--- src/rtl/gain_cfg_ctrl_if.sv ---
// ----------------------------------------------------------------------------
// gain_cfg_ctrl_if
// Bundles the command byte stream and the gain register bank write port of
// gain_cfg_ctrl.
//   rx_valid / rx_data / rx_ready : byte stream, transfer on valid && ready
//   wr_en / wr_addr / wr_data     : single-cycle write strobe to the gain bank
//   busy / cmd_done / err         : status (frame active, frame done, frame bad)
// Modports:
//   master : the command source / bank owner (testbench or upstream logic)
//   slave  : the gain_cfg_ctrl parser itself
// ----------------------------------------------------------------------------
interface gain_cfg_ctrl_if #(
  parameter int GAIN_WIDTH = 13
);
  logic                  rx_valid;
  logic [7:0]            rx_data;
  logic                  rx_ready;
  logic                  wr_en;
  logic [7:0]            wr_addr;
  logic [GAIN_WIDTH-1:0] wr_data;
  logic                  busy;
  logic                  cmd_done;
  logic                  err;

  modport master (
    output rx_valid, rx_data,
    input  rx_ready, wr_en, wr_addr, wr_data, busy, cmd_done, err
  );

  modport slave (
    input  rx_valid, rx_data,
    output rx_ready, wr_en, wr_addr, wr_data, busy, cmd_done, err
  );
endinterface

--- src/rtl/gain_cfg_ctrl.sv ---
// ----------------------------------------------------------------------------
// gain_cfg_ctrl
// Parses 3-byte gain commands and sequences writes into the equalizer's
// per-band gain register bank.
//   byte0 : [7:4] sync 4'hA, [3:0] band index (4'hF = broadcast to all bands)
//   byte1 : gain[GAIN_WIDTH-1:8] in the low bits, remaining bits must be 0
//   byte2 : gain[7:0]
// Parameters:
//   GAIN_WIDTH : gain word width, Q5.8 unsigned, legal range 9..16
//   NUM_BANDS  : number of gain registers, legal range 1..15
//   TIMEOUT    : idle cycles allowed between bytes of one frame, >= 1
// Ports:
//   clk : system clock, rising edge
//   rst : synchronous active-low reset
//   bus : gain_cfg_ctrl_if.slave (byte stream in, write strobe and status out)
// ----------------------------------------------------------------------------
module gain_cfg_ctrl #(
  parameter int GAIN_WIDTH = 13,
  parameter int NUM_BANDS  = 10,
  parameter int TIMEOUT    = 255
) (
  input  logic clk,
  input  logic rst,
  gain_cfg_ctrl_if.slave bus
);

  localparam int HI_W  = GAIN_WIDTH - 8;
  localparam int CNT_W = $clog2(TIMEOUT + 1);

  // Last idle count before the abort fires; the counter never holds TIMEOUT.
  localparam logic [CNT_W-1:0] TO_LAST   = CNT_W'(TIMEOUT - 1);
  localparam logic [7:0]       LAST_BAND = 8'(NUM_BANDS - 1);
  localparam logic [3:0]       NB4       = 4'(NUM_BANDS);
  // Bits of byte1 above the gain high field; any one set rejects the frame.
  localparam logic [7:0]       RSV_MASK  = 8'(16'h00FF << HI_W);

  typedef enum logic [2:0] {
    ST_IDLE   = 3'd0,
    ST_GET_HI = 3'd1,
    ST_GET_LO = 3'd2,
    ST_WRITE  = 3'd3,
    ST_BCAST  = 3'd4
  } state_t;

  state_t                state_r;
  state_t                state_s;
  logic [CNT_W-1:0]      cnt_r;
  logic [3:0]            idx_r;
  logic                  bcast_r;
  logic [HI_W-1:0]       hi_r;
  logic [7:0]            wr_addr_r;
  logic [GAIN_WIDTH-1:0] wr_data_r;
  logic                  err_r;

  logic rx_ready_s;
  logic accept_s;
  logic hdr_sync_s;
  logic hdr_single_s;
  logic hdr_bcast_s;
  logic hdr_ok_s;
  logic rsv_bad_s;
  logic in_frame_s;
  logic timeout_s;
  logic bcast_last_s;
  logic err_event_s;
  logic wr_en_s;
  logic cmd_done_s;
  logic busy_s;

  // Frame decode: acceptance, header/byte1 legality and inter-byte timeout.
  always_comb begin
    rx_ready_s   = 1'b0;
    in_frame_s   = 1'b0;
    if (rst && (state_r == ST_IDLE || state_r == ST_GET_HI || state_r == ST_GET_LO)) begin
      rx_ready_s = 1'b1;
    end else begin
      rx_ready_s = 1'b0;
    end
    if (state_r == ST_GET_HI || state_r == ST_GET_LO) begin
      in_frame_s = 1'b1;
    end else begin
      in_frame_s = 1'b0;
    end
    accept_s     = bus.rx_valid & rx_ready_s;
    hdr_sync_s   = (bus.rx_data[7:4] == 4'hA);
    hdr_single_s = (bus.rx_data[3:0] < NB4);
    hdr_bcast_s  = (bus.rx_data[3:0] == 4'hF);
    hdr_ok_s     = hdr_sync_s & (hdr_single_s | hdr_bcast_s);
    rsv_bad_s    = |(bus.rx_data & RSV_MASK);
    timeout_s    = in_frame_s & ~accept_s & (cnt_r == TO_LAST);
    bcast_last_s = (wr_addr_r == LAST_BAND);
    err_event_s  = ((state_r == ST_IDLE) & accept_s & ~hdr_ok_s)
                 | ((state_r == ST_GET_HI) & accept_s & rsv_bad_s)
                 | timeout_s;
  end

  // State register.
  always_ff @(posedge clk) begin
    if (!rst) begin
      state_r <= ST_IDLE;
    end else begin
      state_r <= state_s;
    end
  end

  // Next-state logic.
  always_comb begin
    state_s = state_r;
    case (state_r)
      ST_IDLE: begin
        if (accept_s && hdr_ok_s) begin
          state_s = ST_GET_HI;
        end else begin
          state_s = ST_IDLE;
        end
      end
      ST_GET_HI: begin
        if (accept_s) begin
          state_s = rsv_bad_s ? ST_IDLE : ST_GET_LO;
        end else if (timeout_s) begin
          state_s = ST_IDLE;
        end else begin
          state_s = ST_GET_HI;
        end
      end
      ST_GET_LO: begin
        if (accept_s) begin
          state_s = bcast_r ? ST_BCAST : ST_WRITE;
        end else if (timeout_s) begin
          state_s = ST_IDLE;
        end else begin
          state_s = ST_GET_LO;
        end
      end
      ST_WRITE: begin
        state_s = ST_IDLE;
      end
      ST_BCAST: begin
        if (bcast_last_s) begin
          state_s = ST_IDLE;
        end else begin
          state_s = ST_BCAST;
        end
      end
      default: begin
        state_s = ST_IDLE;
      end
    endcase
  end

  // Datapath: timeout counter, frame assembly, write address/data, err pulse.
  always_ff @(posedge clk) begin
    if (!rst) begin
      cnt_r     <= {CNT_W{1'b0}};
      idx_r     <= 4'd0;
      bcast_r   <= 1'b0;
      hi_r      <= {HI_W{1'b0}};
      wr_addr_r <= 8'd0;
      wr_data_r <= {GAIN_WIDTH{1'b0}};
      err_r     <= 1'b0;
    end else begin
      err_r <= err_event_s;

      // Counts only idle cycles inside a frame; any accept or abort restarts it.
      if (in_frame_s && !accept_s && !timeout_s) begin
        cnt_r <= cnt_r + CNT_W'(1);
      end else begin
        cnt_r <= {CNT_W{1'b0}};
      end

      if (state_r == ST_IDLE && accept_s && hdr_ok_s) begin
        idx_r   <= bus.rx_data[3:0];
        bcast_r <= hdr_bcast_s;
      end

      if (state_r == ST_GET_HI && accept_s && !rsv_bad_s) begin
        hi_r <= bus.rx_data[HI_W-1:0];
      end

      // Address/data are loaded on the byte2 edge so they are valid in the
      // very first write cycle; broadcast then walks the address upward.
      if (state_r == ST_GET_LO && accept_s) begin
        wr_data_r <= {hi_r, bus.rx_data};
        wr_addr_r <= bcast_r ? 8'd0 : {4'd0, idx_r};
      end else if (state_r == ST_BCAST && !bcast_last_s) begin
        wr_addr_r <= wr_addr_r + 8'd1;
      end
    end
  end

  // Output decode from the registered state.
  always_comb begin
    wr_en_s    = 1'b0;
    cmd_done_s = 1'b0;
    case (state_r)
      ST_WRITE: begin
        wr_en_s    = 1'b1;
        cmd_done_s = 1'b1;
      end
      ST_BCAST: begin
        wr_en_s    = 1'b1;
        cmd_done_s = bcast_last_s;
      end
      default: begin
        wr_en_s    = 1'b0;
        cmd_done_s = 1'b0;
      end
    endcase
    if (rst && state_r != ST_IDLE) begin
      busy_s = 1'b1;
    end else begin
      busy_s = 1'b0;
    end
  end

  assign bus.rx_ready = rx_ready_s;
  assign bus.wr_en    = wr_en_s;
  assign bus.wr_addr  = wr_addr_r;
  assign bus.wr_data  = wr_data_r;
  assign bus.busy     = busy_s;
  assign bus.cmd_done = cmd_done_s;
  assign bus.err      = err_r;

endmodule

--- src/flat_wrapper.sv ---
// flat-port wrapper written by rule: the top's interface ports become plain ports
module gain_cfg_ctrl_flat 
#(
  parameter int GAIN_WIDTH = 13,
  parameter int NUM_BANDS  = 10,
  parameter int TIMEOUT    = 255
)
  (clk, rst, bus_rx_valid, bus_rx_data, bus_rx_ready, bus_wr_en, bus_wr_addr, bus_wr_data, bus_busy, bus_cmd_done, bus_err);
  gain_cfg_ctrl_if #(.GAIN_WIDTH(GAIN_WIDTH)) bus_i ();
  input  logic clk;
  input  logic rst;
  input wire logic [$bits(bus_i.rx_valid)-1:0] bus_rx_valid;
  input wire logic [$bits(bus_i.rx_data)-1:0] bus_rx_data;
  output wire logic [$bits(bus_i.rx_ready)-1:0] bus_rx_ready;
  output wire logic [$bits(bus_i.wr_en)-1:0] bus_wr_en;
  output wire logic [$bits(bus_i.wr_addr)-1:0] bus_wr_addr;
  output wire logic [$bits(bus_i.wr_data)-1:0] bus_wr_data;
  output wire logic [$bits(bus_i.busy)-1:0] bus_busy;
  output wire logic [$bits(bus_i.cmd_done)-1:0] bus_cmd_done;
  output wire logic [$bits(bus_i.err)-1:0] bus_err;
  assign bus_i.rx_valid = bus_rx_valid;
  assign bus_i.rx_data = bus_rx_data;
  assign bus_rx_ready = bus_i.rx_ready;
  assign bus_wr_en = bus_i.wr_en;
  assign bus_wr_addr = bus_i.wr_addr;
  assign bus_wr_data = bus_i.wr_data;
  assign bus_busy = bus_i.busy;
  assign bus_cmd_done = bus_i.cmd_done;
  assign bus_err = bus_i.err;
  gain_cfg_ctrl #(.GAIN_WIDTH(GAIN_WIDTH), .NUM_BANDS(NUM_BANDS), .TIMEOUT(TIMEOUT)) u_core (.clk(clk), .rst(rst), .bus(bus_i));
endmodule
--- config.mk ---
export PLATFORM = sky130hd
export DESIGN_NAME = gain_cfg_ctrl_flat
export DESIGN_NICKNAME = d
export VERILOG_FILES = /design/src/rtl/gain_cfg_ctrl_if.sv /design/src/rtl/gain_cfg_ctrl.sv /design/src/flat_wrapper.sv
export SDC_FILE = /design/constraint.sdc
export NUM_CORES = 1
export LEC_CHECK = 0
export CAP_MARGIN = 20
export CORE_MARGIN = 4
export CORE_UTILIZATION = 46
export DETAILED_ROUTE_END_ITERATION = 16
export PLACE_DENSITY_LB_ADDON = 0.12
export SLEW_MARGIN = 5
export SYNTH_ARGS = -nofsm -noshare
export SYNTH_HDL_FRONTEND = slang
export SYNTH_SLANG_ARGS = --single-unit
--- constraint.sdc ---
create_clock -name clk -period 1.59 [get_ports clk]
set_clock_uncertainty 0.15 [all_clocks]
set_input_delay 0.477 -clock clk [delete_from_list [all_inputs] [get_ports clk]]
set_output_delay 0.477 -clock clk [all_outputs]
set_load 0.05 [all_outputs]
==> flow_summary.toml <==
[die]
start_util = 0.484
row_count = 23
dieHeight_um = 73.6
pin_count = 37
die-area_um2 = 5410
core_um2 = 4090
fp.dieW_um = 73.6

[cts]
worstSkewPairLatency_ns = 0.31
clkTransAtPathRegs_ns = 0.09
cts_sinks = 43
htree_levels = 2
hold_buffers = 0
tritoncts = "yes"
clock_path_buffers = 2
cts_root_buffer = "clkbuf_8"
cts_buffers = 5

[worst_setup_path]
reg2reg_slack_ns = -0.37
end_kind = "primary output"
crit_end = "bus_cmd_done"
crit_start = "u_core.bus.wr_addr[1]"
crit_arrival_ns = 1.57
cp.required_ns = 0.96
critical_path.reg2reg.endpoint = "u_core.bus.wr_addr[1]"
path_cells = "inv_4 > ha_4 > nor4b_4 > nand3_2 > o22ai_4 > buf_12"
worst_setup_path_start_kind = "flip-flop"
timing.rr.start = "u_core.state_r[0]"
critical_path.max_stage_delay_ns = 0.36
critPathKind = "flip-flop to primary output"
cp_max_fo = 2
crit_slowest_cell = "dfxtp_4"
worstRegToRegCells = 5

[sta]
hold_violations = 0
fin_crit_ns = 2.20
setup_tns_ns = -10.89
slew_viol_final = 0
rsz0062_at_grt = "true"
worstMarginPinSlew_ns = 0.497
slew_headroom = 0.669
setup_violations = 47
setup_slack_ns = -0.609
max_freq_mhz = 455
timing.hold.ws_ns = 0.314
period_share = 1.38

[global_routing]
antenna_found_initial = 0
grt_max_degree = 23
grt_pass1_vias = 2209
grt_pass1_wl_um = 10900
grt_use_total = 0.265
grt_overflow = 0

[logic_synthesis]
synth_edf_count = 0
synthArstFlopShare = 0
netlist_area_um2 = 1980
synth_warnings = 0
synth-seq-cells = 43
synthFlopType = "dfxtp_1"
netlist_instances = 223
ys_seq_area_frac = 0.435
syn_area_per_cell_um2 = 8.87
syn_nets = 238
ys_types = 41

[outcome]
violations = "setup timing"
status = "finished with violations"

[route]
drc_errors = 0
drt-wirelength-per-cell_um = 21.9
vias = 2282
vias_per_cell = 5.97
drtAntennaViolNets = 0
drt_iter0_drc = 229
drtPass1Iterations = 4
wl_um = 8360

[placed_design]
dpl_worst_slack_ns = -0.607
place_area_um2 = 3090
gp_congestion = 0.863
portBuffers = 36
dp_hpwl_um = 3770

[finish]
n_fill_cell = 118
mostFrequentLayoutCells = "buf_6 (35), buf_4 (35), dfxtp_1 (32)"
final_cell_area_um2 = 3820
layout.nets = 346
drive_above_1_share = 0.536
n_antenna_cell = 0
area_growth_pct = 92.9

[hold_path]
hold_class = "flip-flop to flip-flop"
worstHoldPathCells = 2

[pwr]
p_per_area_nw_per_um2 = 523
p_leak_uw = 0.00148
total_power_uw = 1990
p_sw_uw = 488
pwr-share-seq = 0.535
ir_drop_mv = 0.758
p_clk_frac = 0.371
p_comb_frac = 0.094
power.share.switching = 0.245
p_int_uw = 1510

[flow_run]
drv_cap = 0
-- worst min-delay path by stage --
stage,to,from,slack (ns)
after floorplan,u_core.bus.wr_addr[1],u_core.idx_r[1],0.28
after global placement,u_core.bus.wr_data[8],u_core.hi_r[0],0.29
after detailed placement,u_core.bus.wr_data[11],u_core.hi_r[3],0.30
after CTS,u_core.bus.wr_data[11],u_core.hi_r[3],0.31
after global routing,u_core.bus.wr_data[11],u_core.hi_r[3],0.35
final,u_core.bus.wr_data[11],u_core.hi_r[3],0.31
-- area by class of cell --
class / count / area [µm²] / share of cell area
Clock buffer: 7 / 86.3 / 0.0226
Clock inverter: 1 / 5.00 / 0.00131
Inverter: 4 / 17.5 / 0.00459
Multi-Input combinational cell: 169 / 1440 / 0.378
Sequential cell: 43 / 892 / 0.234
Tap cell: 50 / 62.6 / 0.0164
Timing Repair Buffer: 108 / 1310 / 0.343
-- synth_stat cells, types with 2 or more instances --
cell type | n | area [µm²]
a21boi_1 | 13 | 97.6
a21oi_1 | 7 | 35.0
and3_1 | 5 | 31.3
buf_6 | 3 | 33.8
clkbuf_1 | 4 | 15.0
dfxtp_1 | 43 | 861
ha_1 | 4 | 50.1
inv_1 | 4 | 15.0
mux2i_1 | 5 | 50.1
nand2_1 | 40 | 150
nand3_1 | 14 | 70.1
nand4_1 | 5 | 31.3
nor2_1 | 16 | 60.1
nor2b_1 | 8 | 50.1
nor3_1 | 3 | 15.0
o2111ai_1 | 2 | 17.5
o21ai_0 | 6 | 30.0
o21ai_1 | 5 | 25.0
o22ai_1 | 3 | 18.8
or3b_1 | 2 | 17.5
xnor2_1 | 4 | 35.0
xor2_1 | 8 | 70.1
-- power groups by stage --
stage	Sequential [µW]	Clock [µW]	Combinational, µW
after floorplan	1100	0	48.3
after global placement	1100	0	137
after detailed placement	1100	0	138
after CTS	1070	723	160
after global routing	1070	776	194
final	1070	740	187
-- metal layers --
metal,vias to the layer above,global-route usage,wire [µm]
met5,-,0,0
met4,0,0.0946,364
met2,121,0.446,4310
met1,1123,0.323,3200
li1,1002,-,-
met3,36,0.0711,487
-- worst max-delay path: cells and delay by family (launching register included) --
kind	cells	cell delay (ns)
flip-flops	1	0.36
adder cells (fa/ha/maj)	1	0.11
buffers and inverters	2	0.22
AND/OR/NAND/NOR	2	0.40
AO/OA/AOI/OAI	1	0.16
-- per-stage QoR --
step / instances / util
2_1_floorplan: 223 / -
3_3_place_gp: 352 / 0.755
3_5_place_dp: 352 / 0.755
4_1_cts: 377 / 0.859
5_1_grt: 382 / 0.934
6_report: 382 / 0.934
-- kinds of logic after synthesis --
logic type / Yosys count / share of synthesized area
and+or+nand+nor: 103 / 0.269
AOI/OAI and AO/OA: 43 / 0.151
DFF: 43 / 0.435
xor gates and xnor gates: 12 / 0.0531
buffers and inverters: 12 / 0.0348
muxes: 6 / 0.0310
adders and majority gates: 4 / 0.0253
-- registers in the layout (all words and copies together) (netlist names) --
name	flops
u_core.bus.wr_data	13
u_core.bus.wr_addr	8
u_core.cnt_r	8
u_core.hi_r	5
u_core.idx_r	4
u_core.state_r	3
u_core.bcast_r	1
u_core.bus.err	1
-- what timing repair did --
| item | 4_1_cts | 5_1_grt |
|---|---|---|
| setup endpoints to repair | 43 | 52 |
| gates resized for setup | 57 | 71 |
| setup buffers | 15 | 12 |
| endpoints found under the hold margin | 0 | 0 |
| pin swaps | 25 | 35 |
| gates cloned | 2 | 0 |
Note: power is estimated with default switching activity, not from simulation.
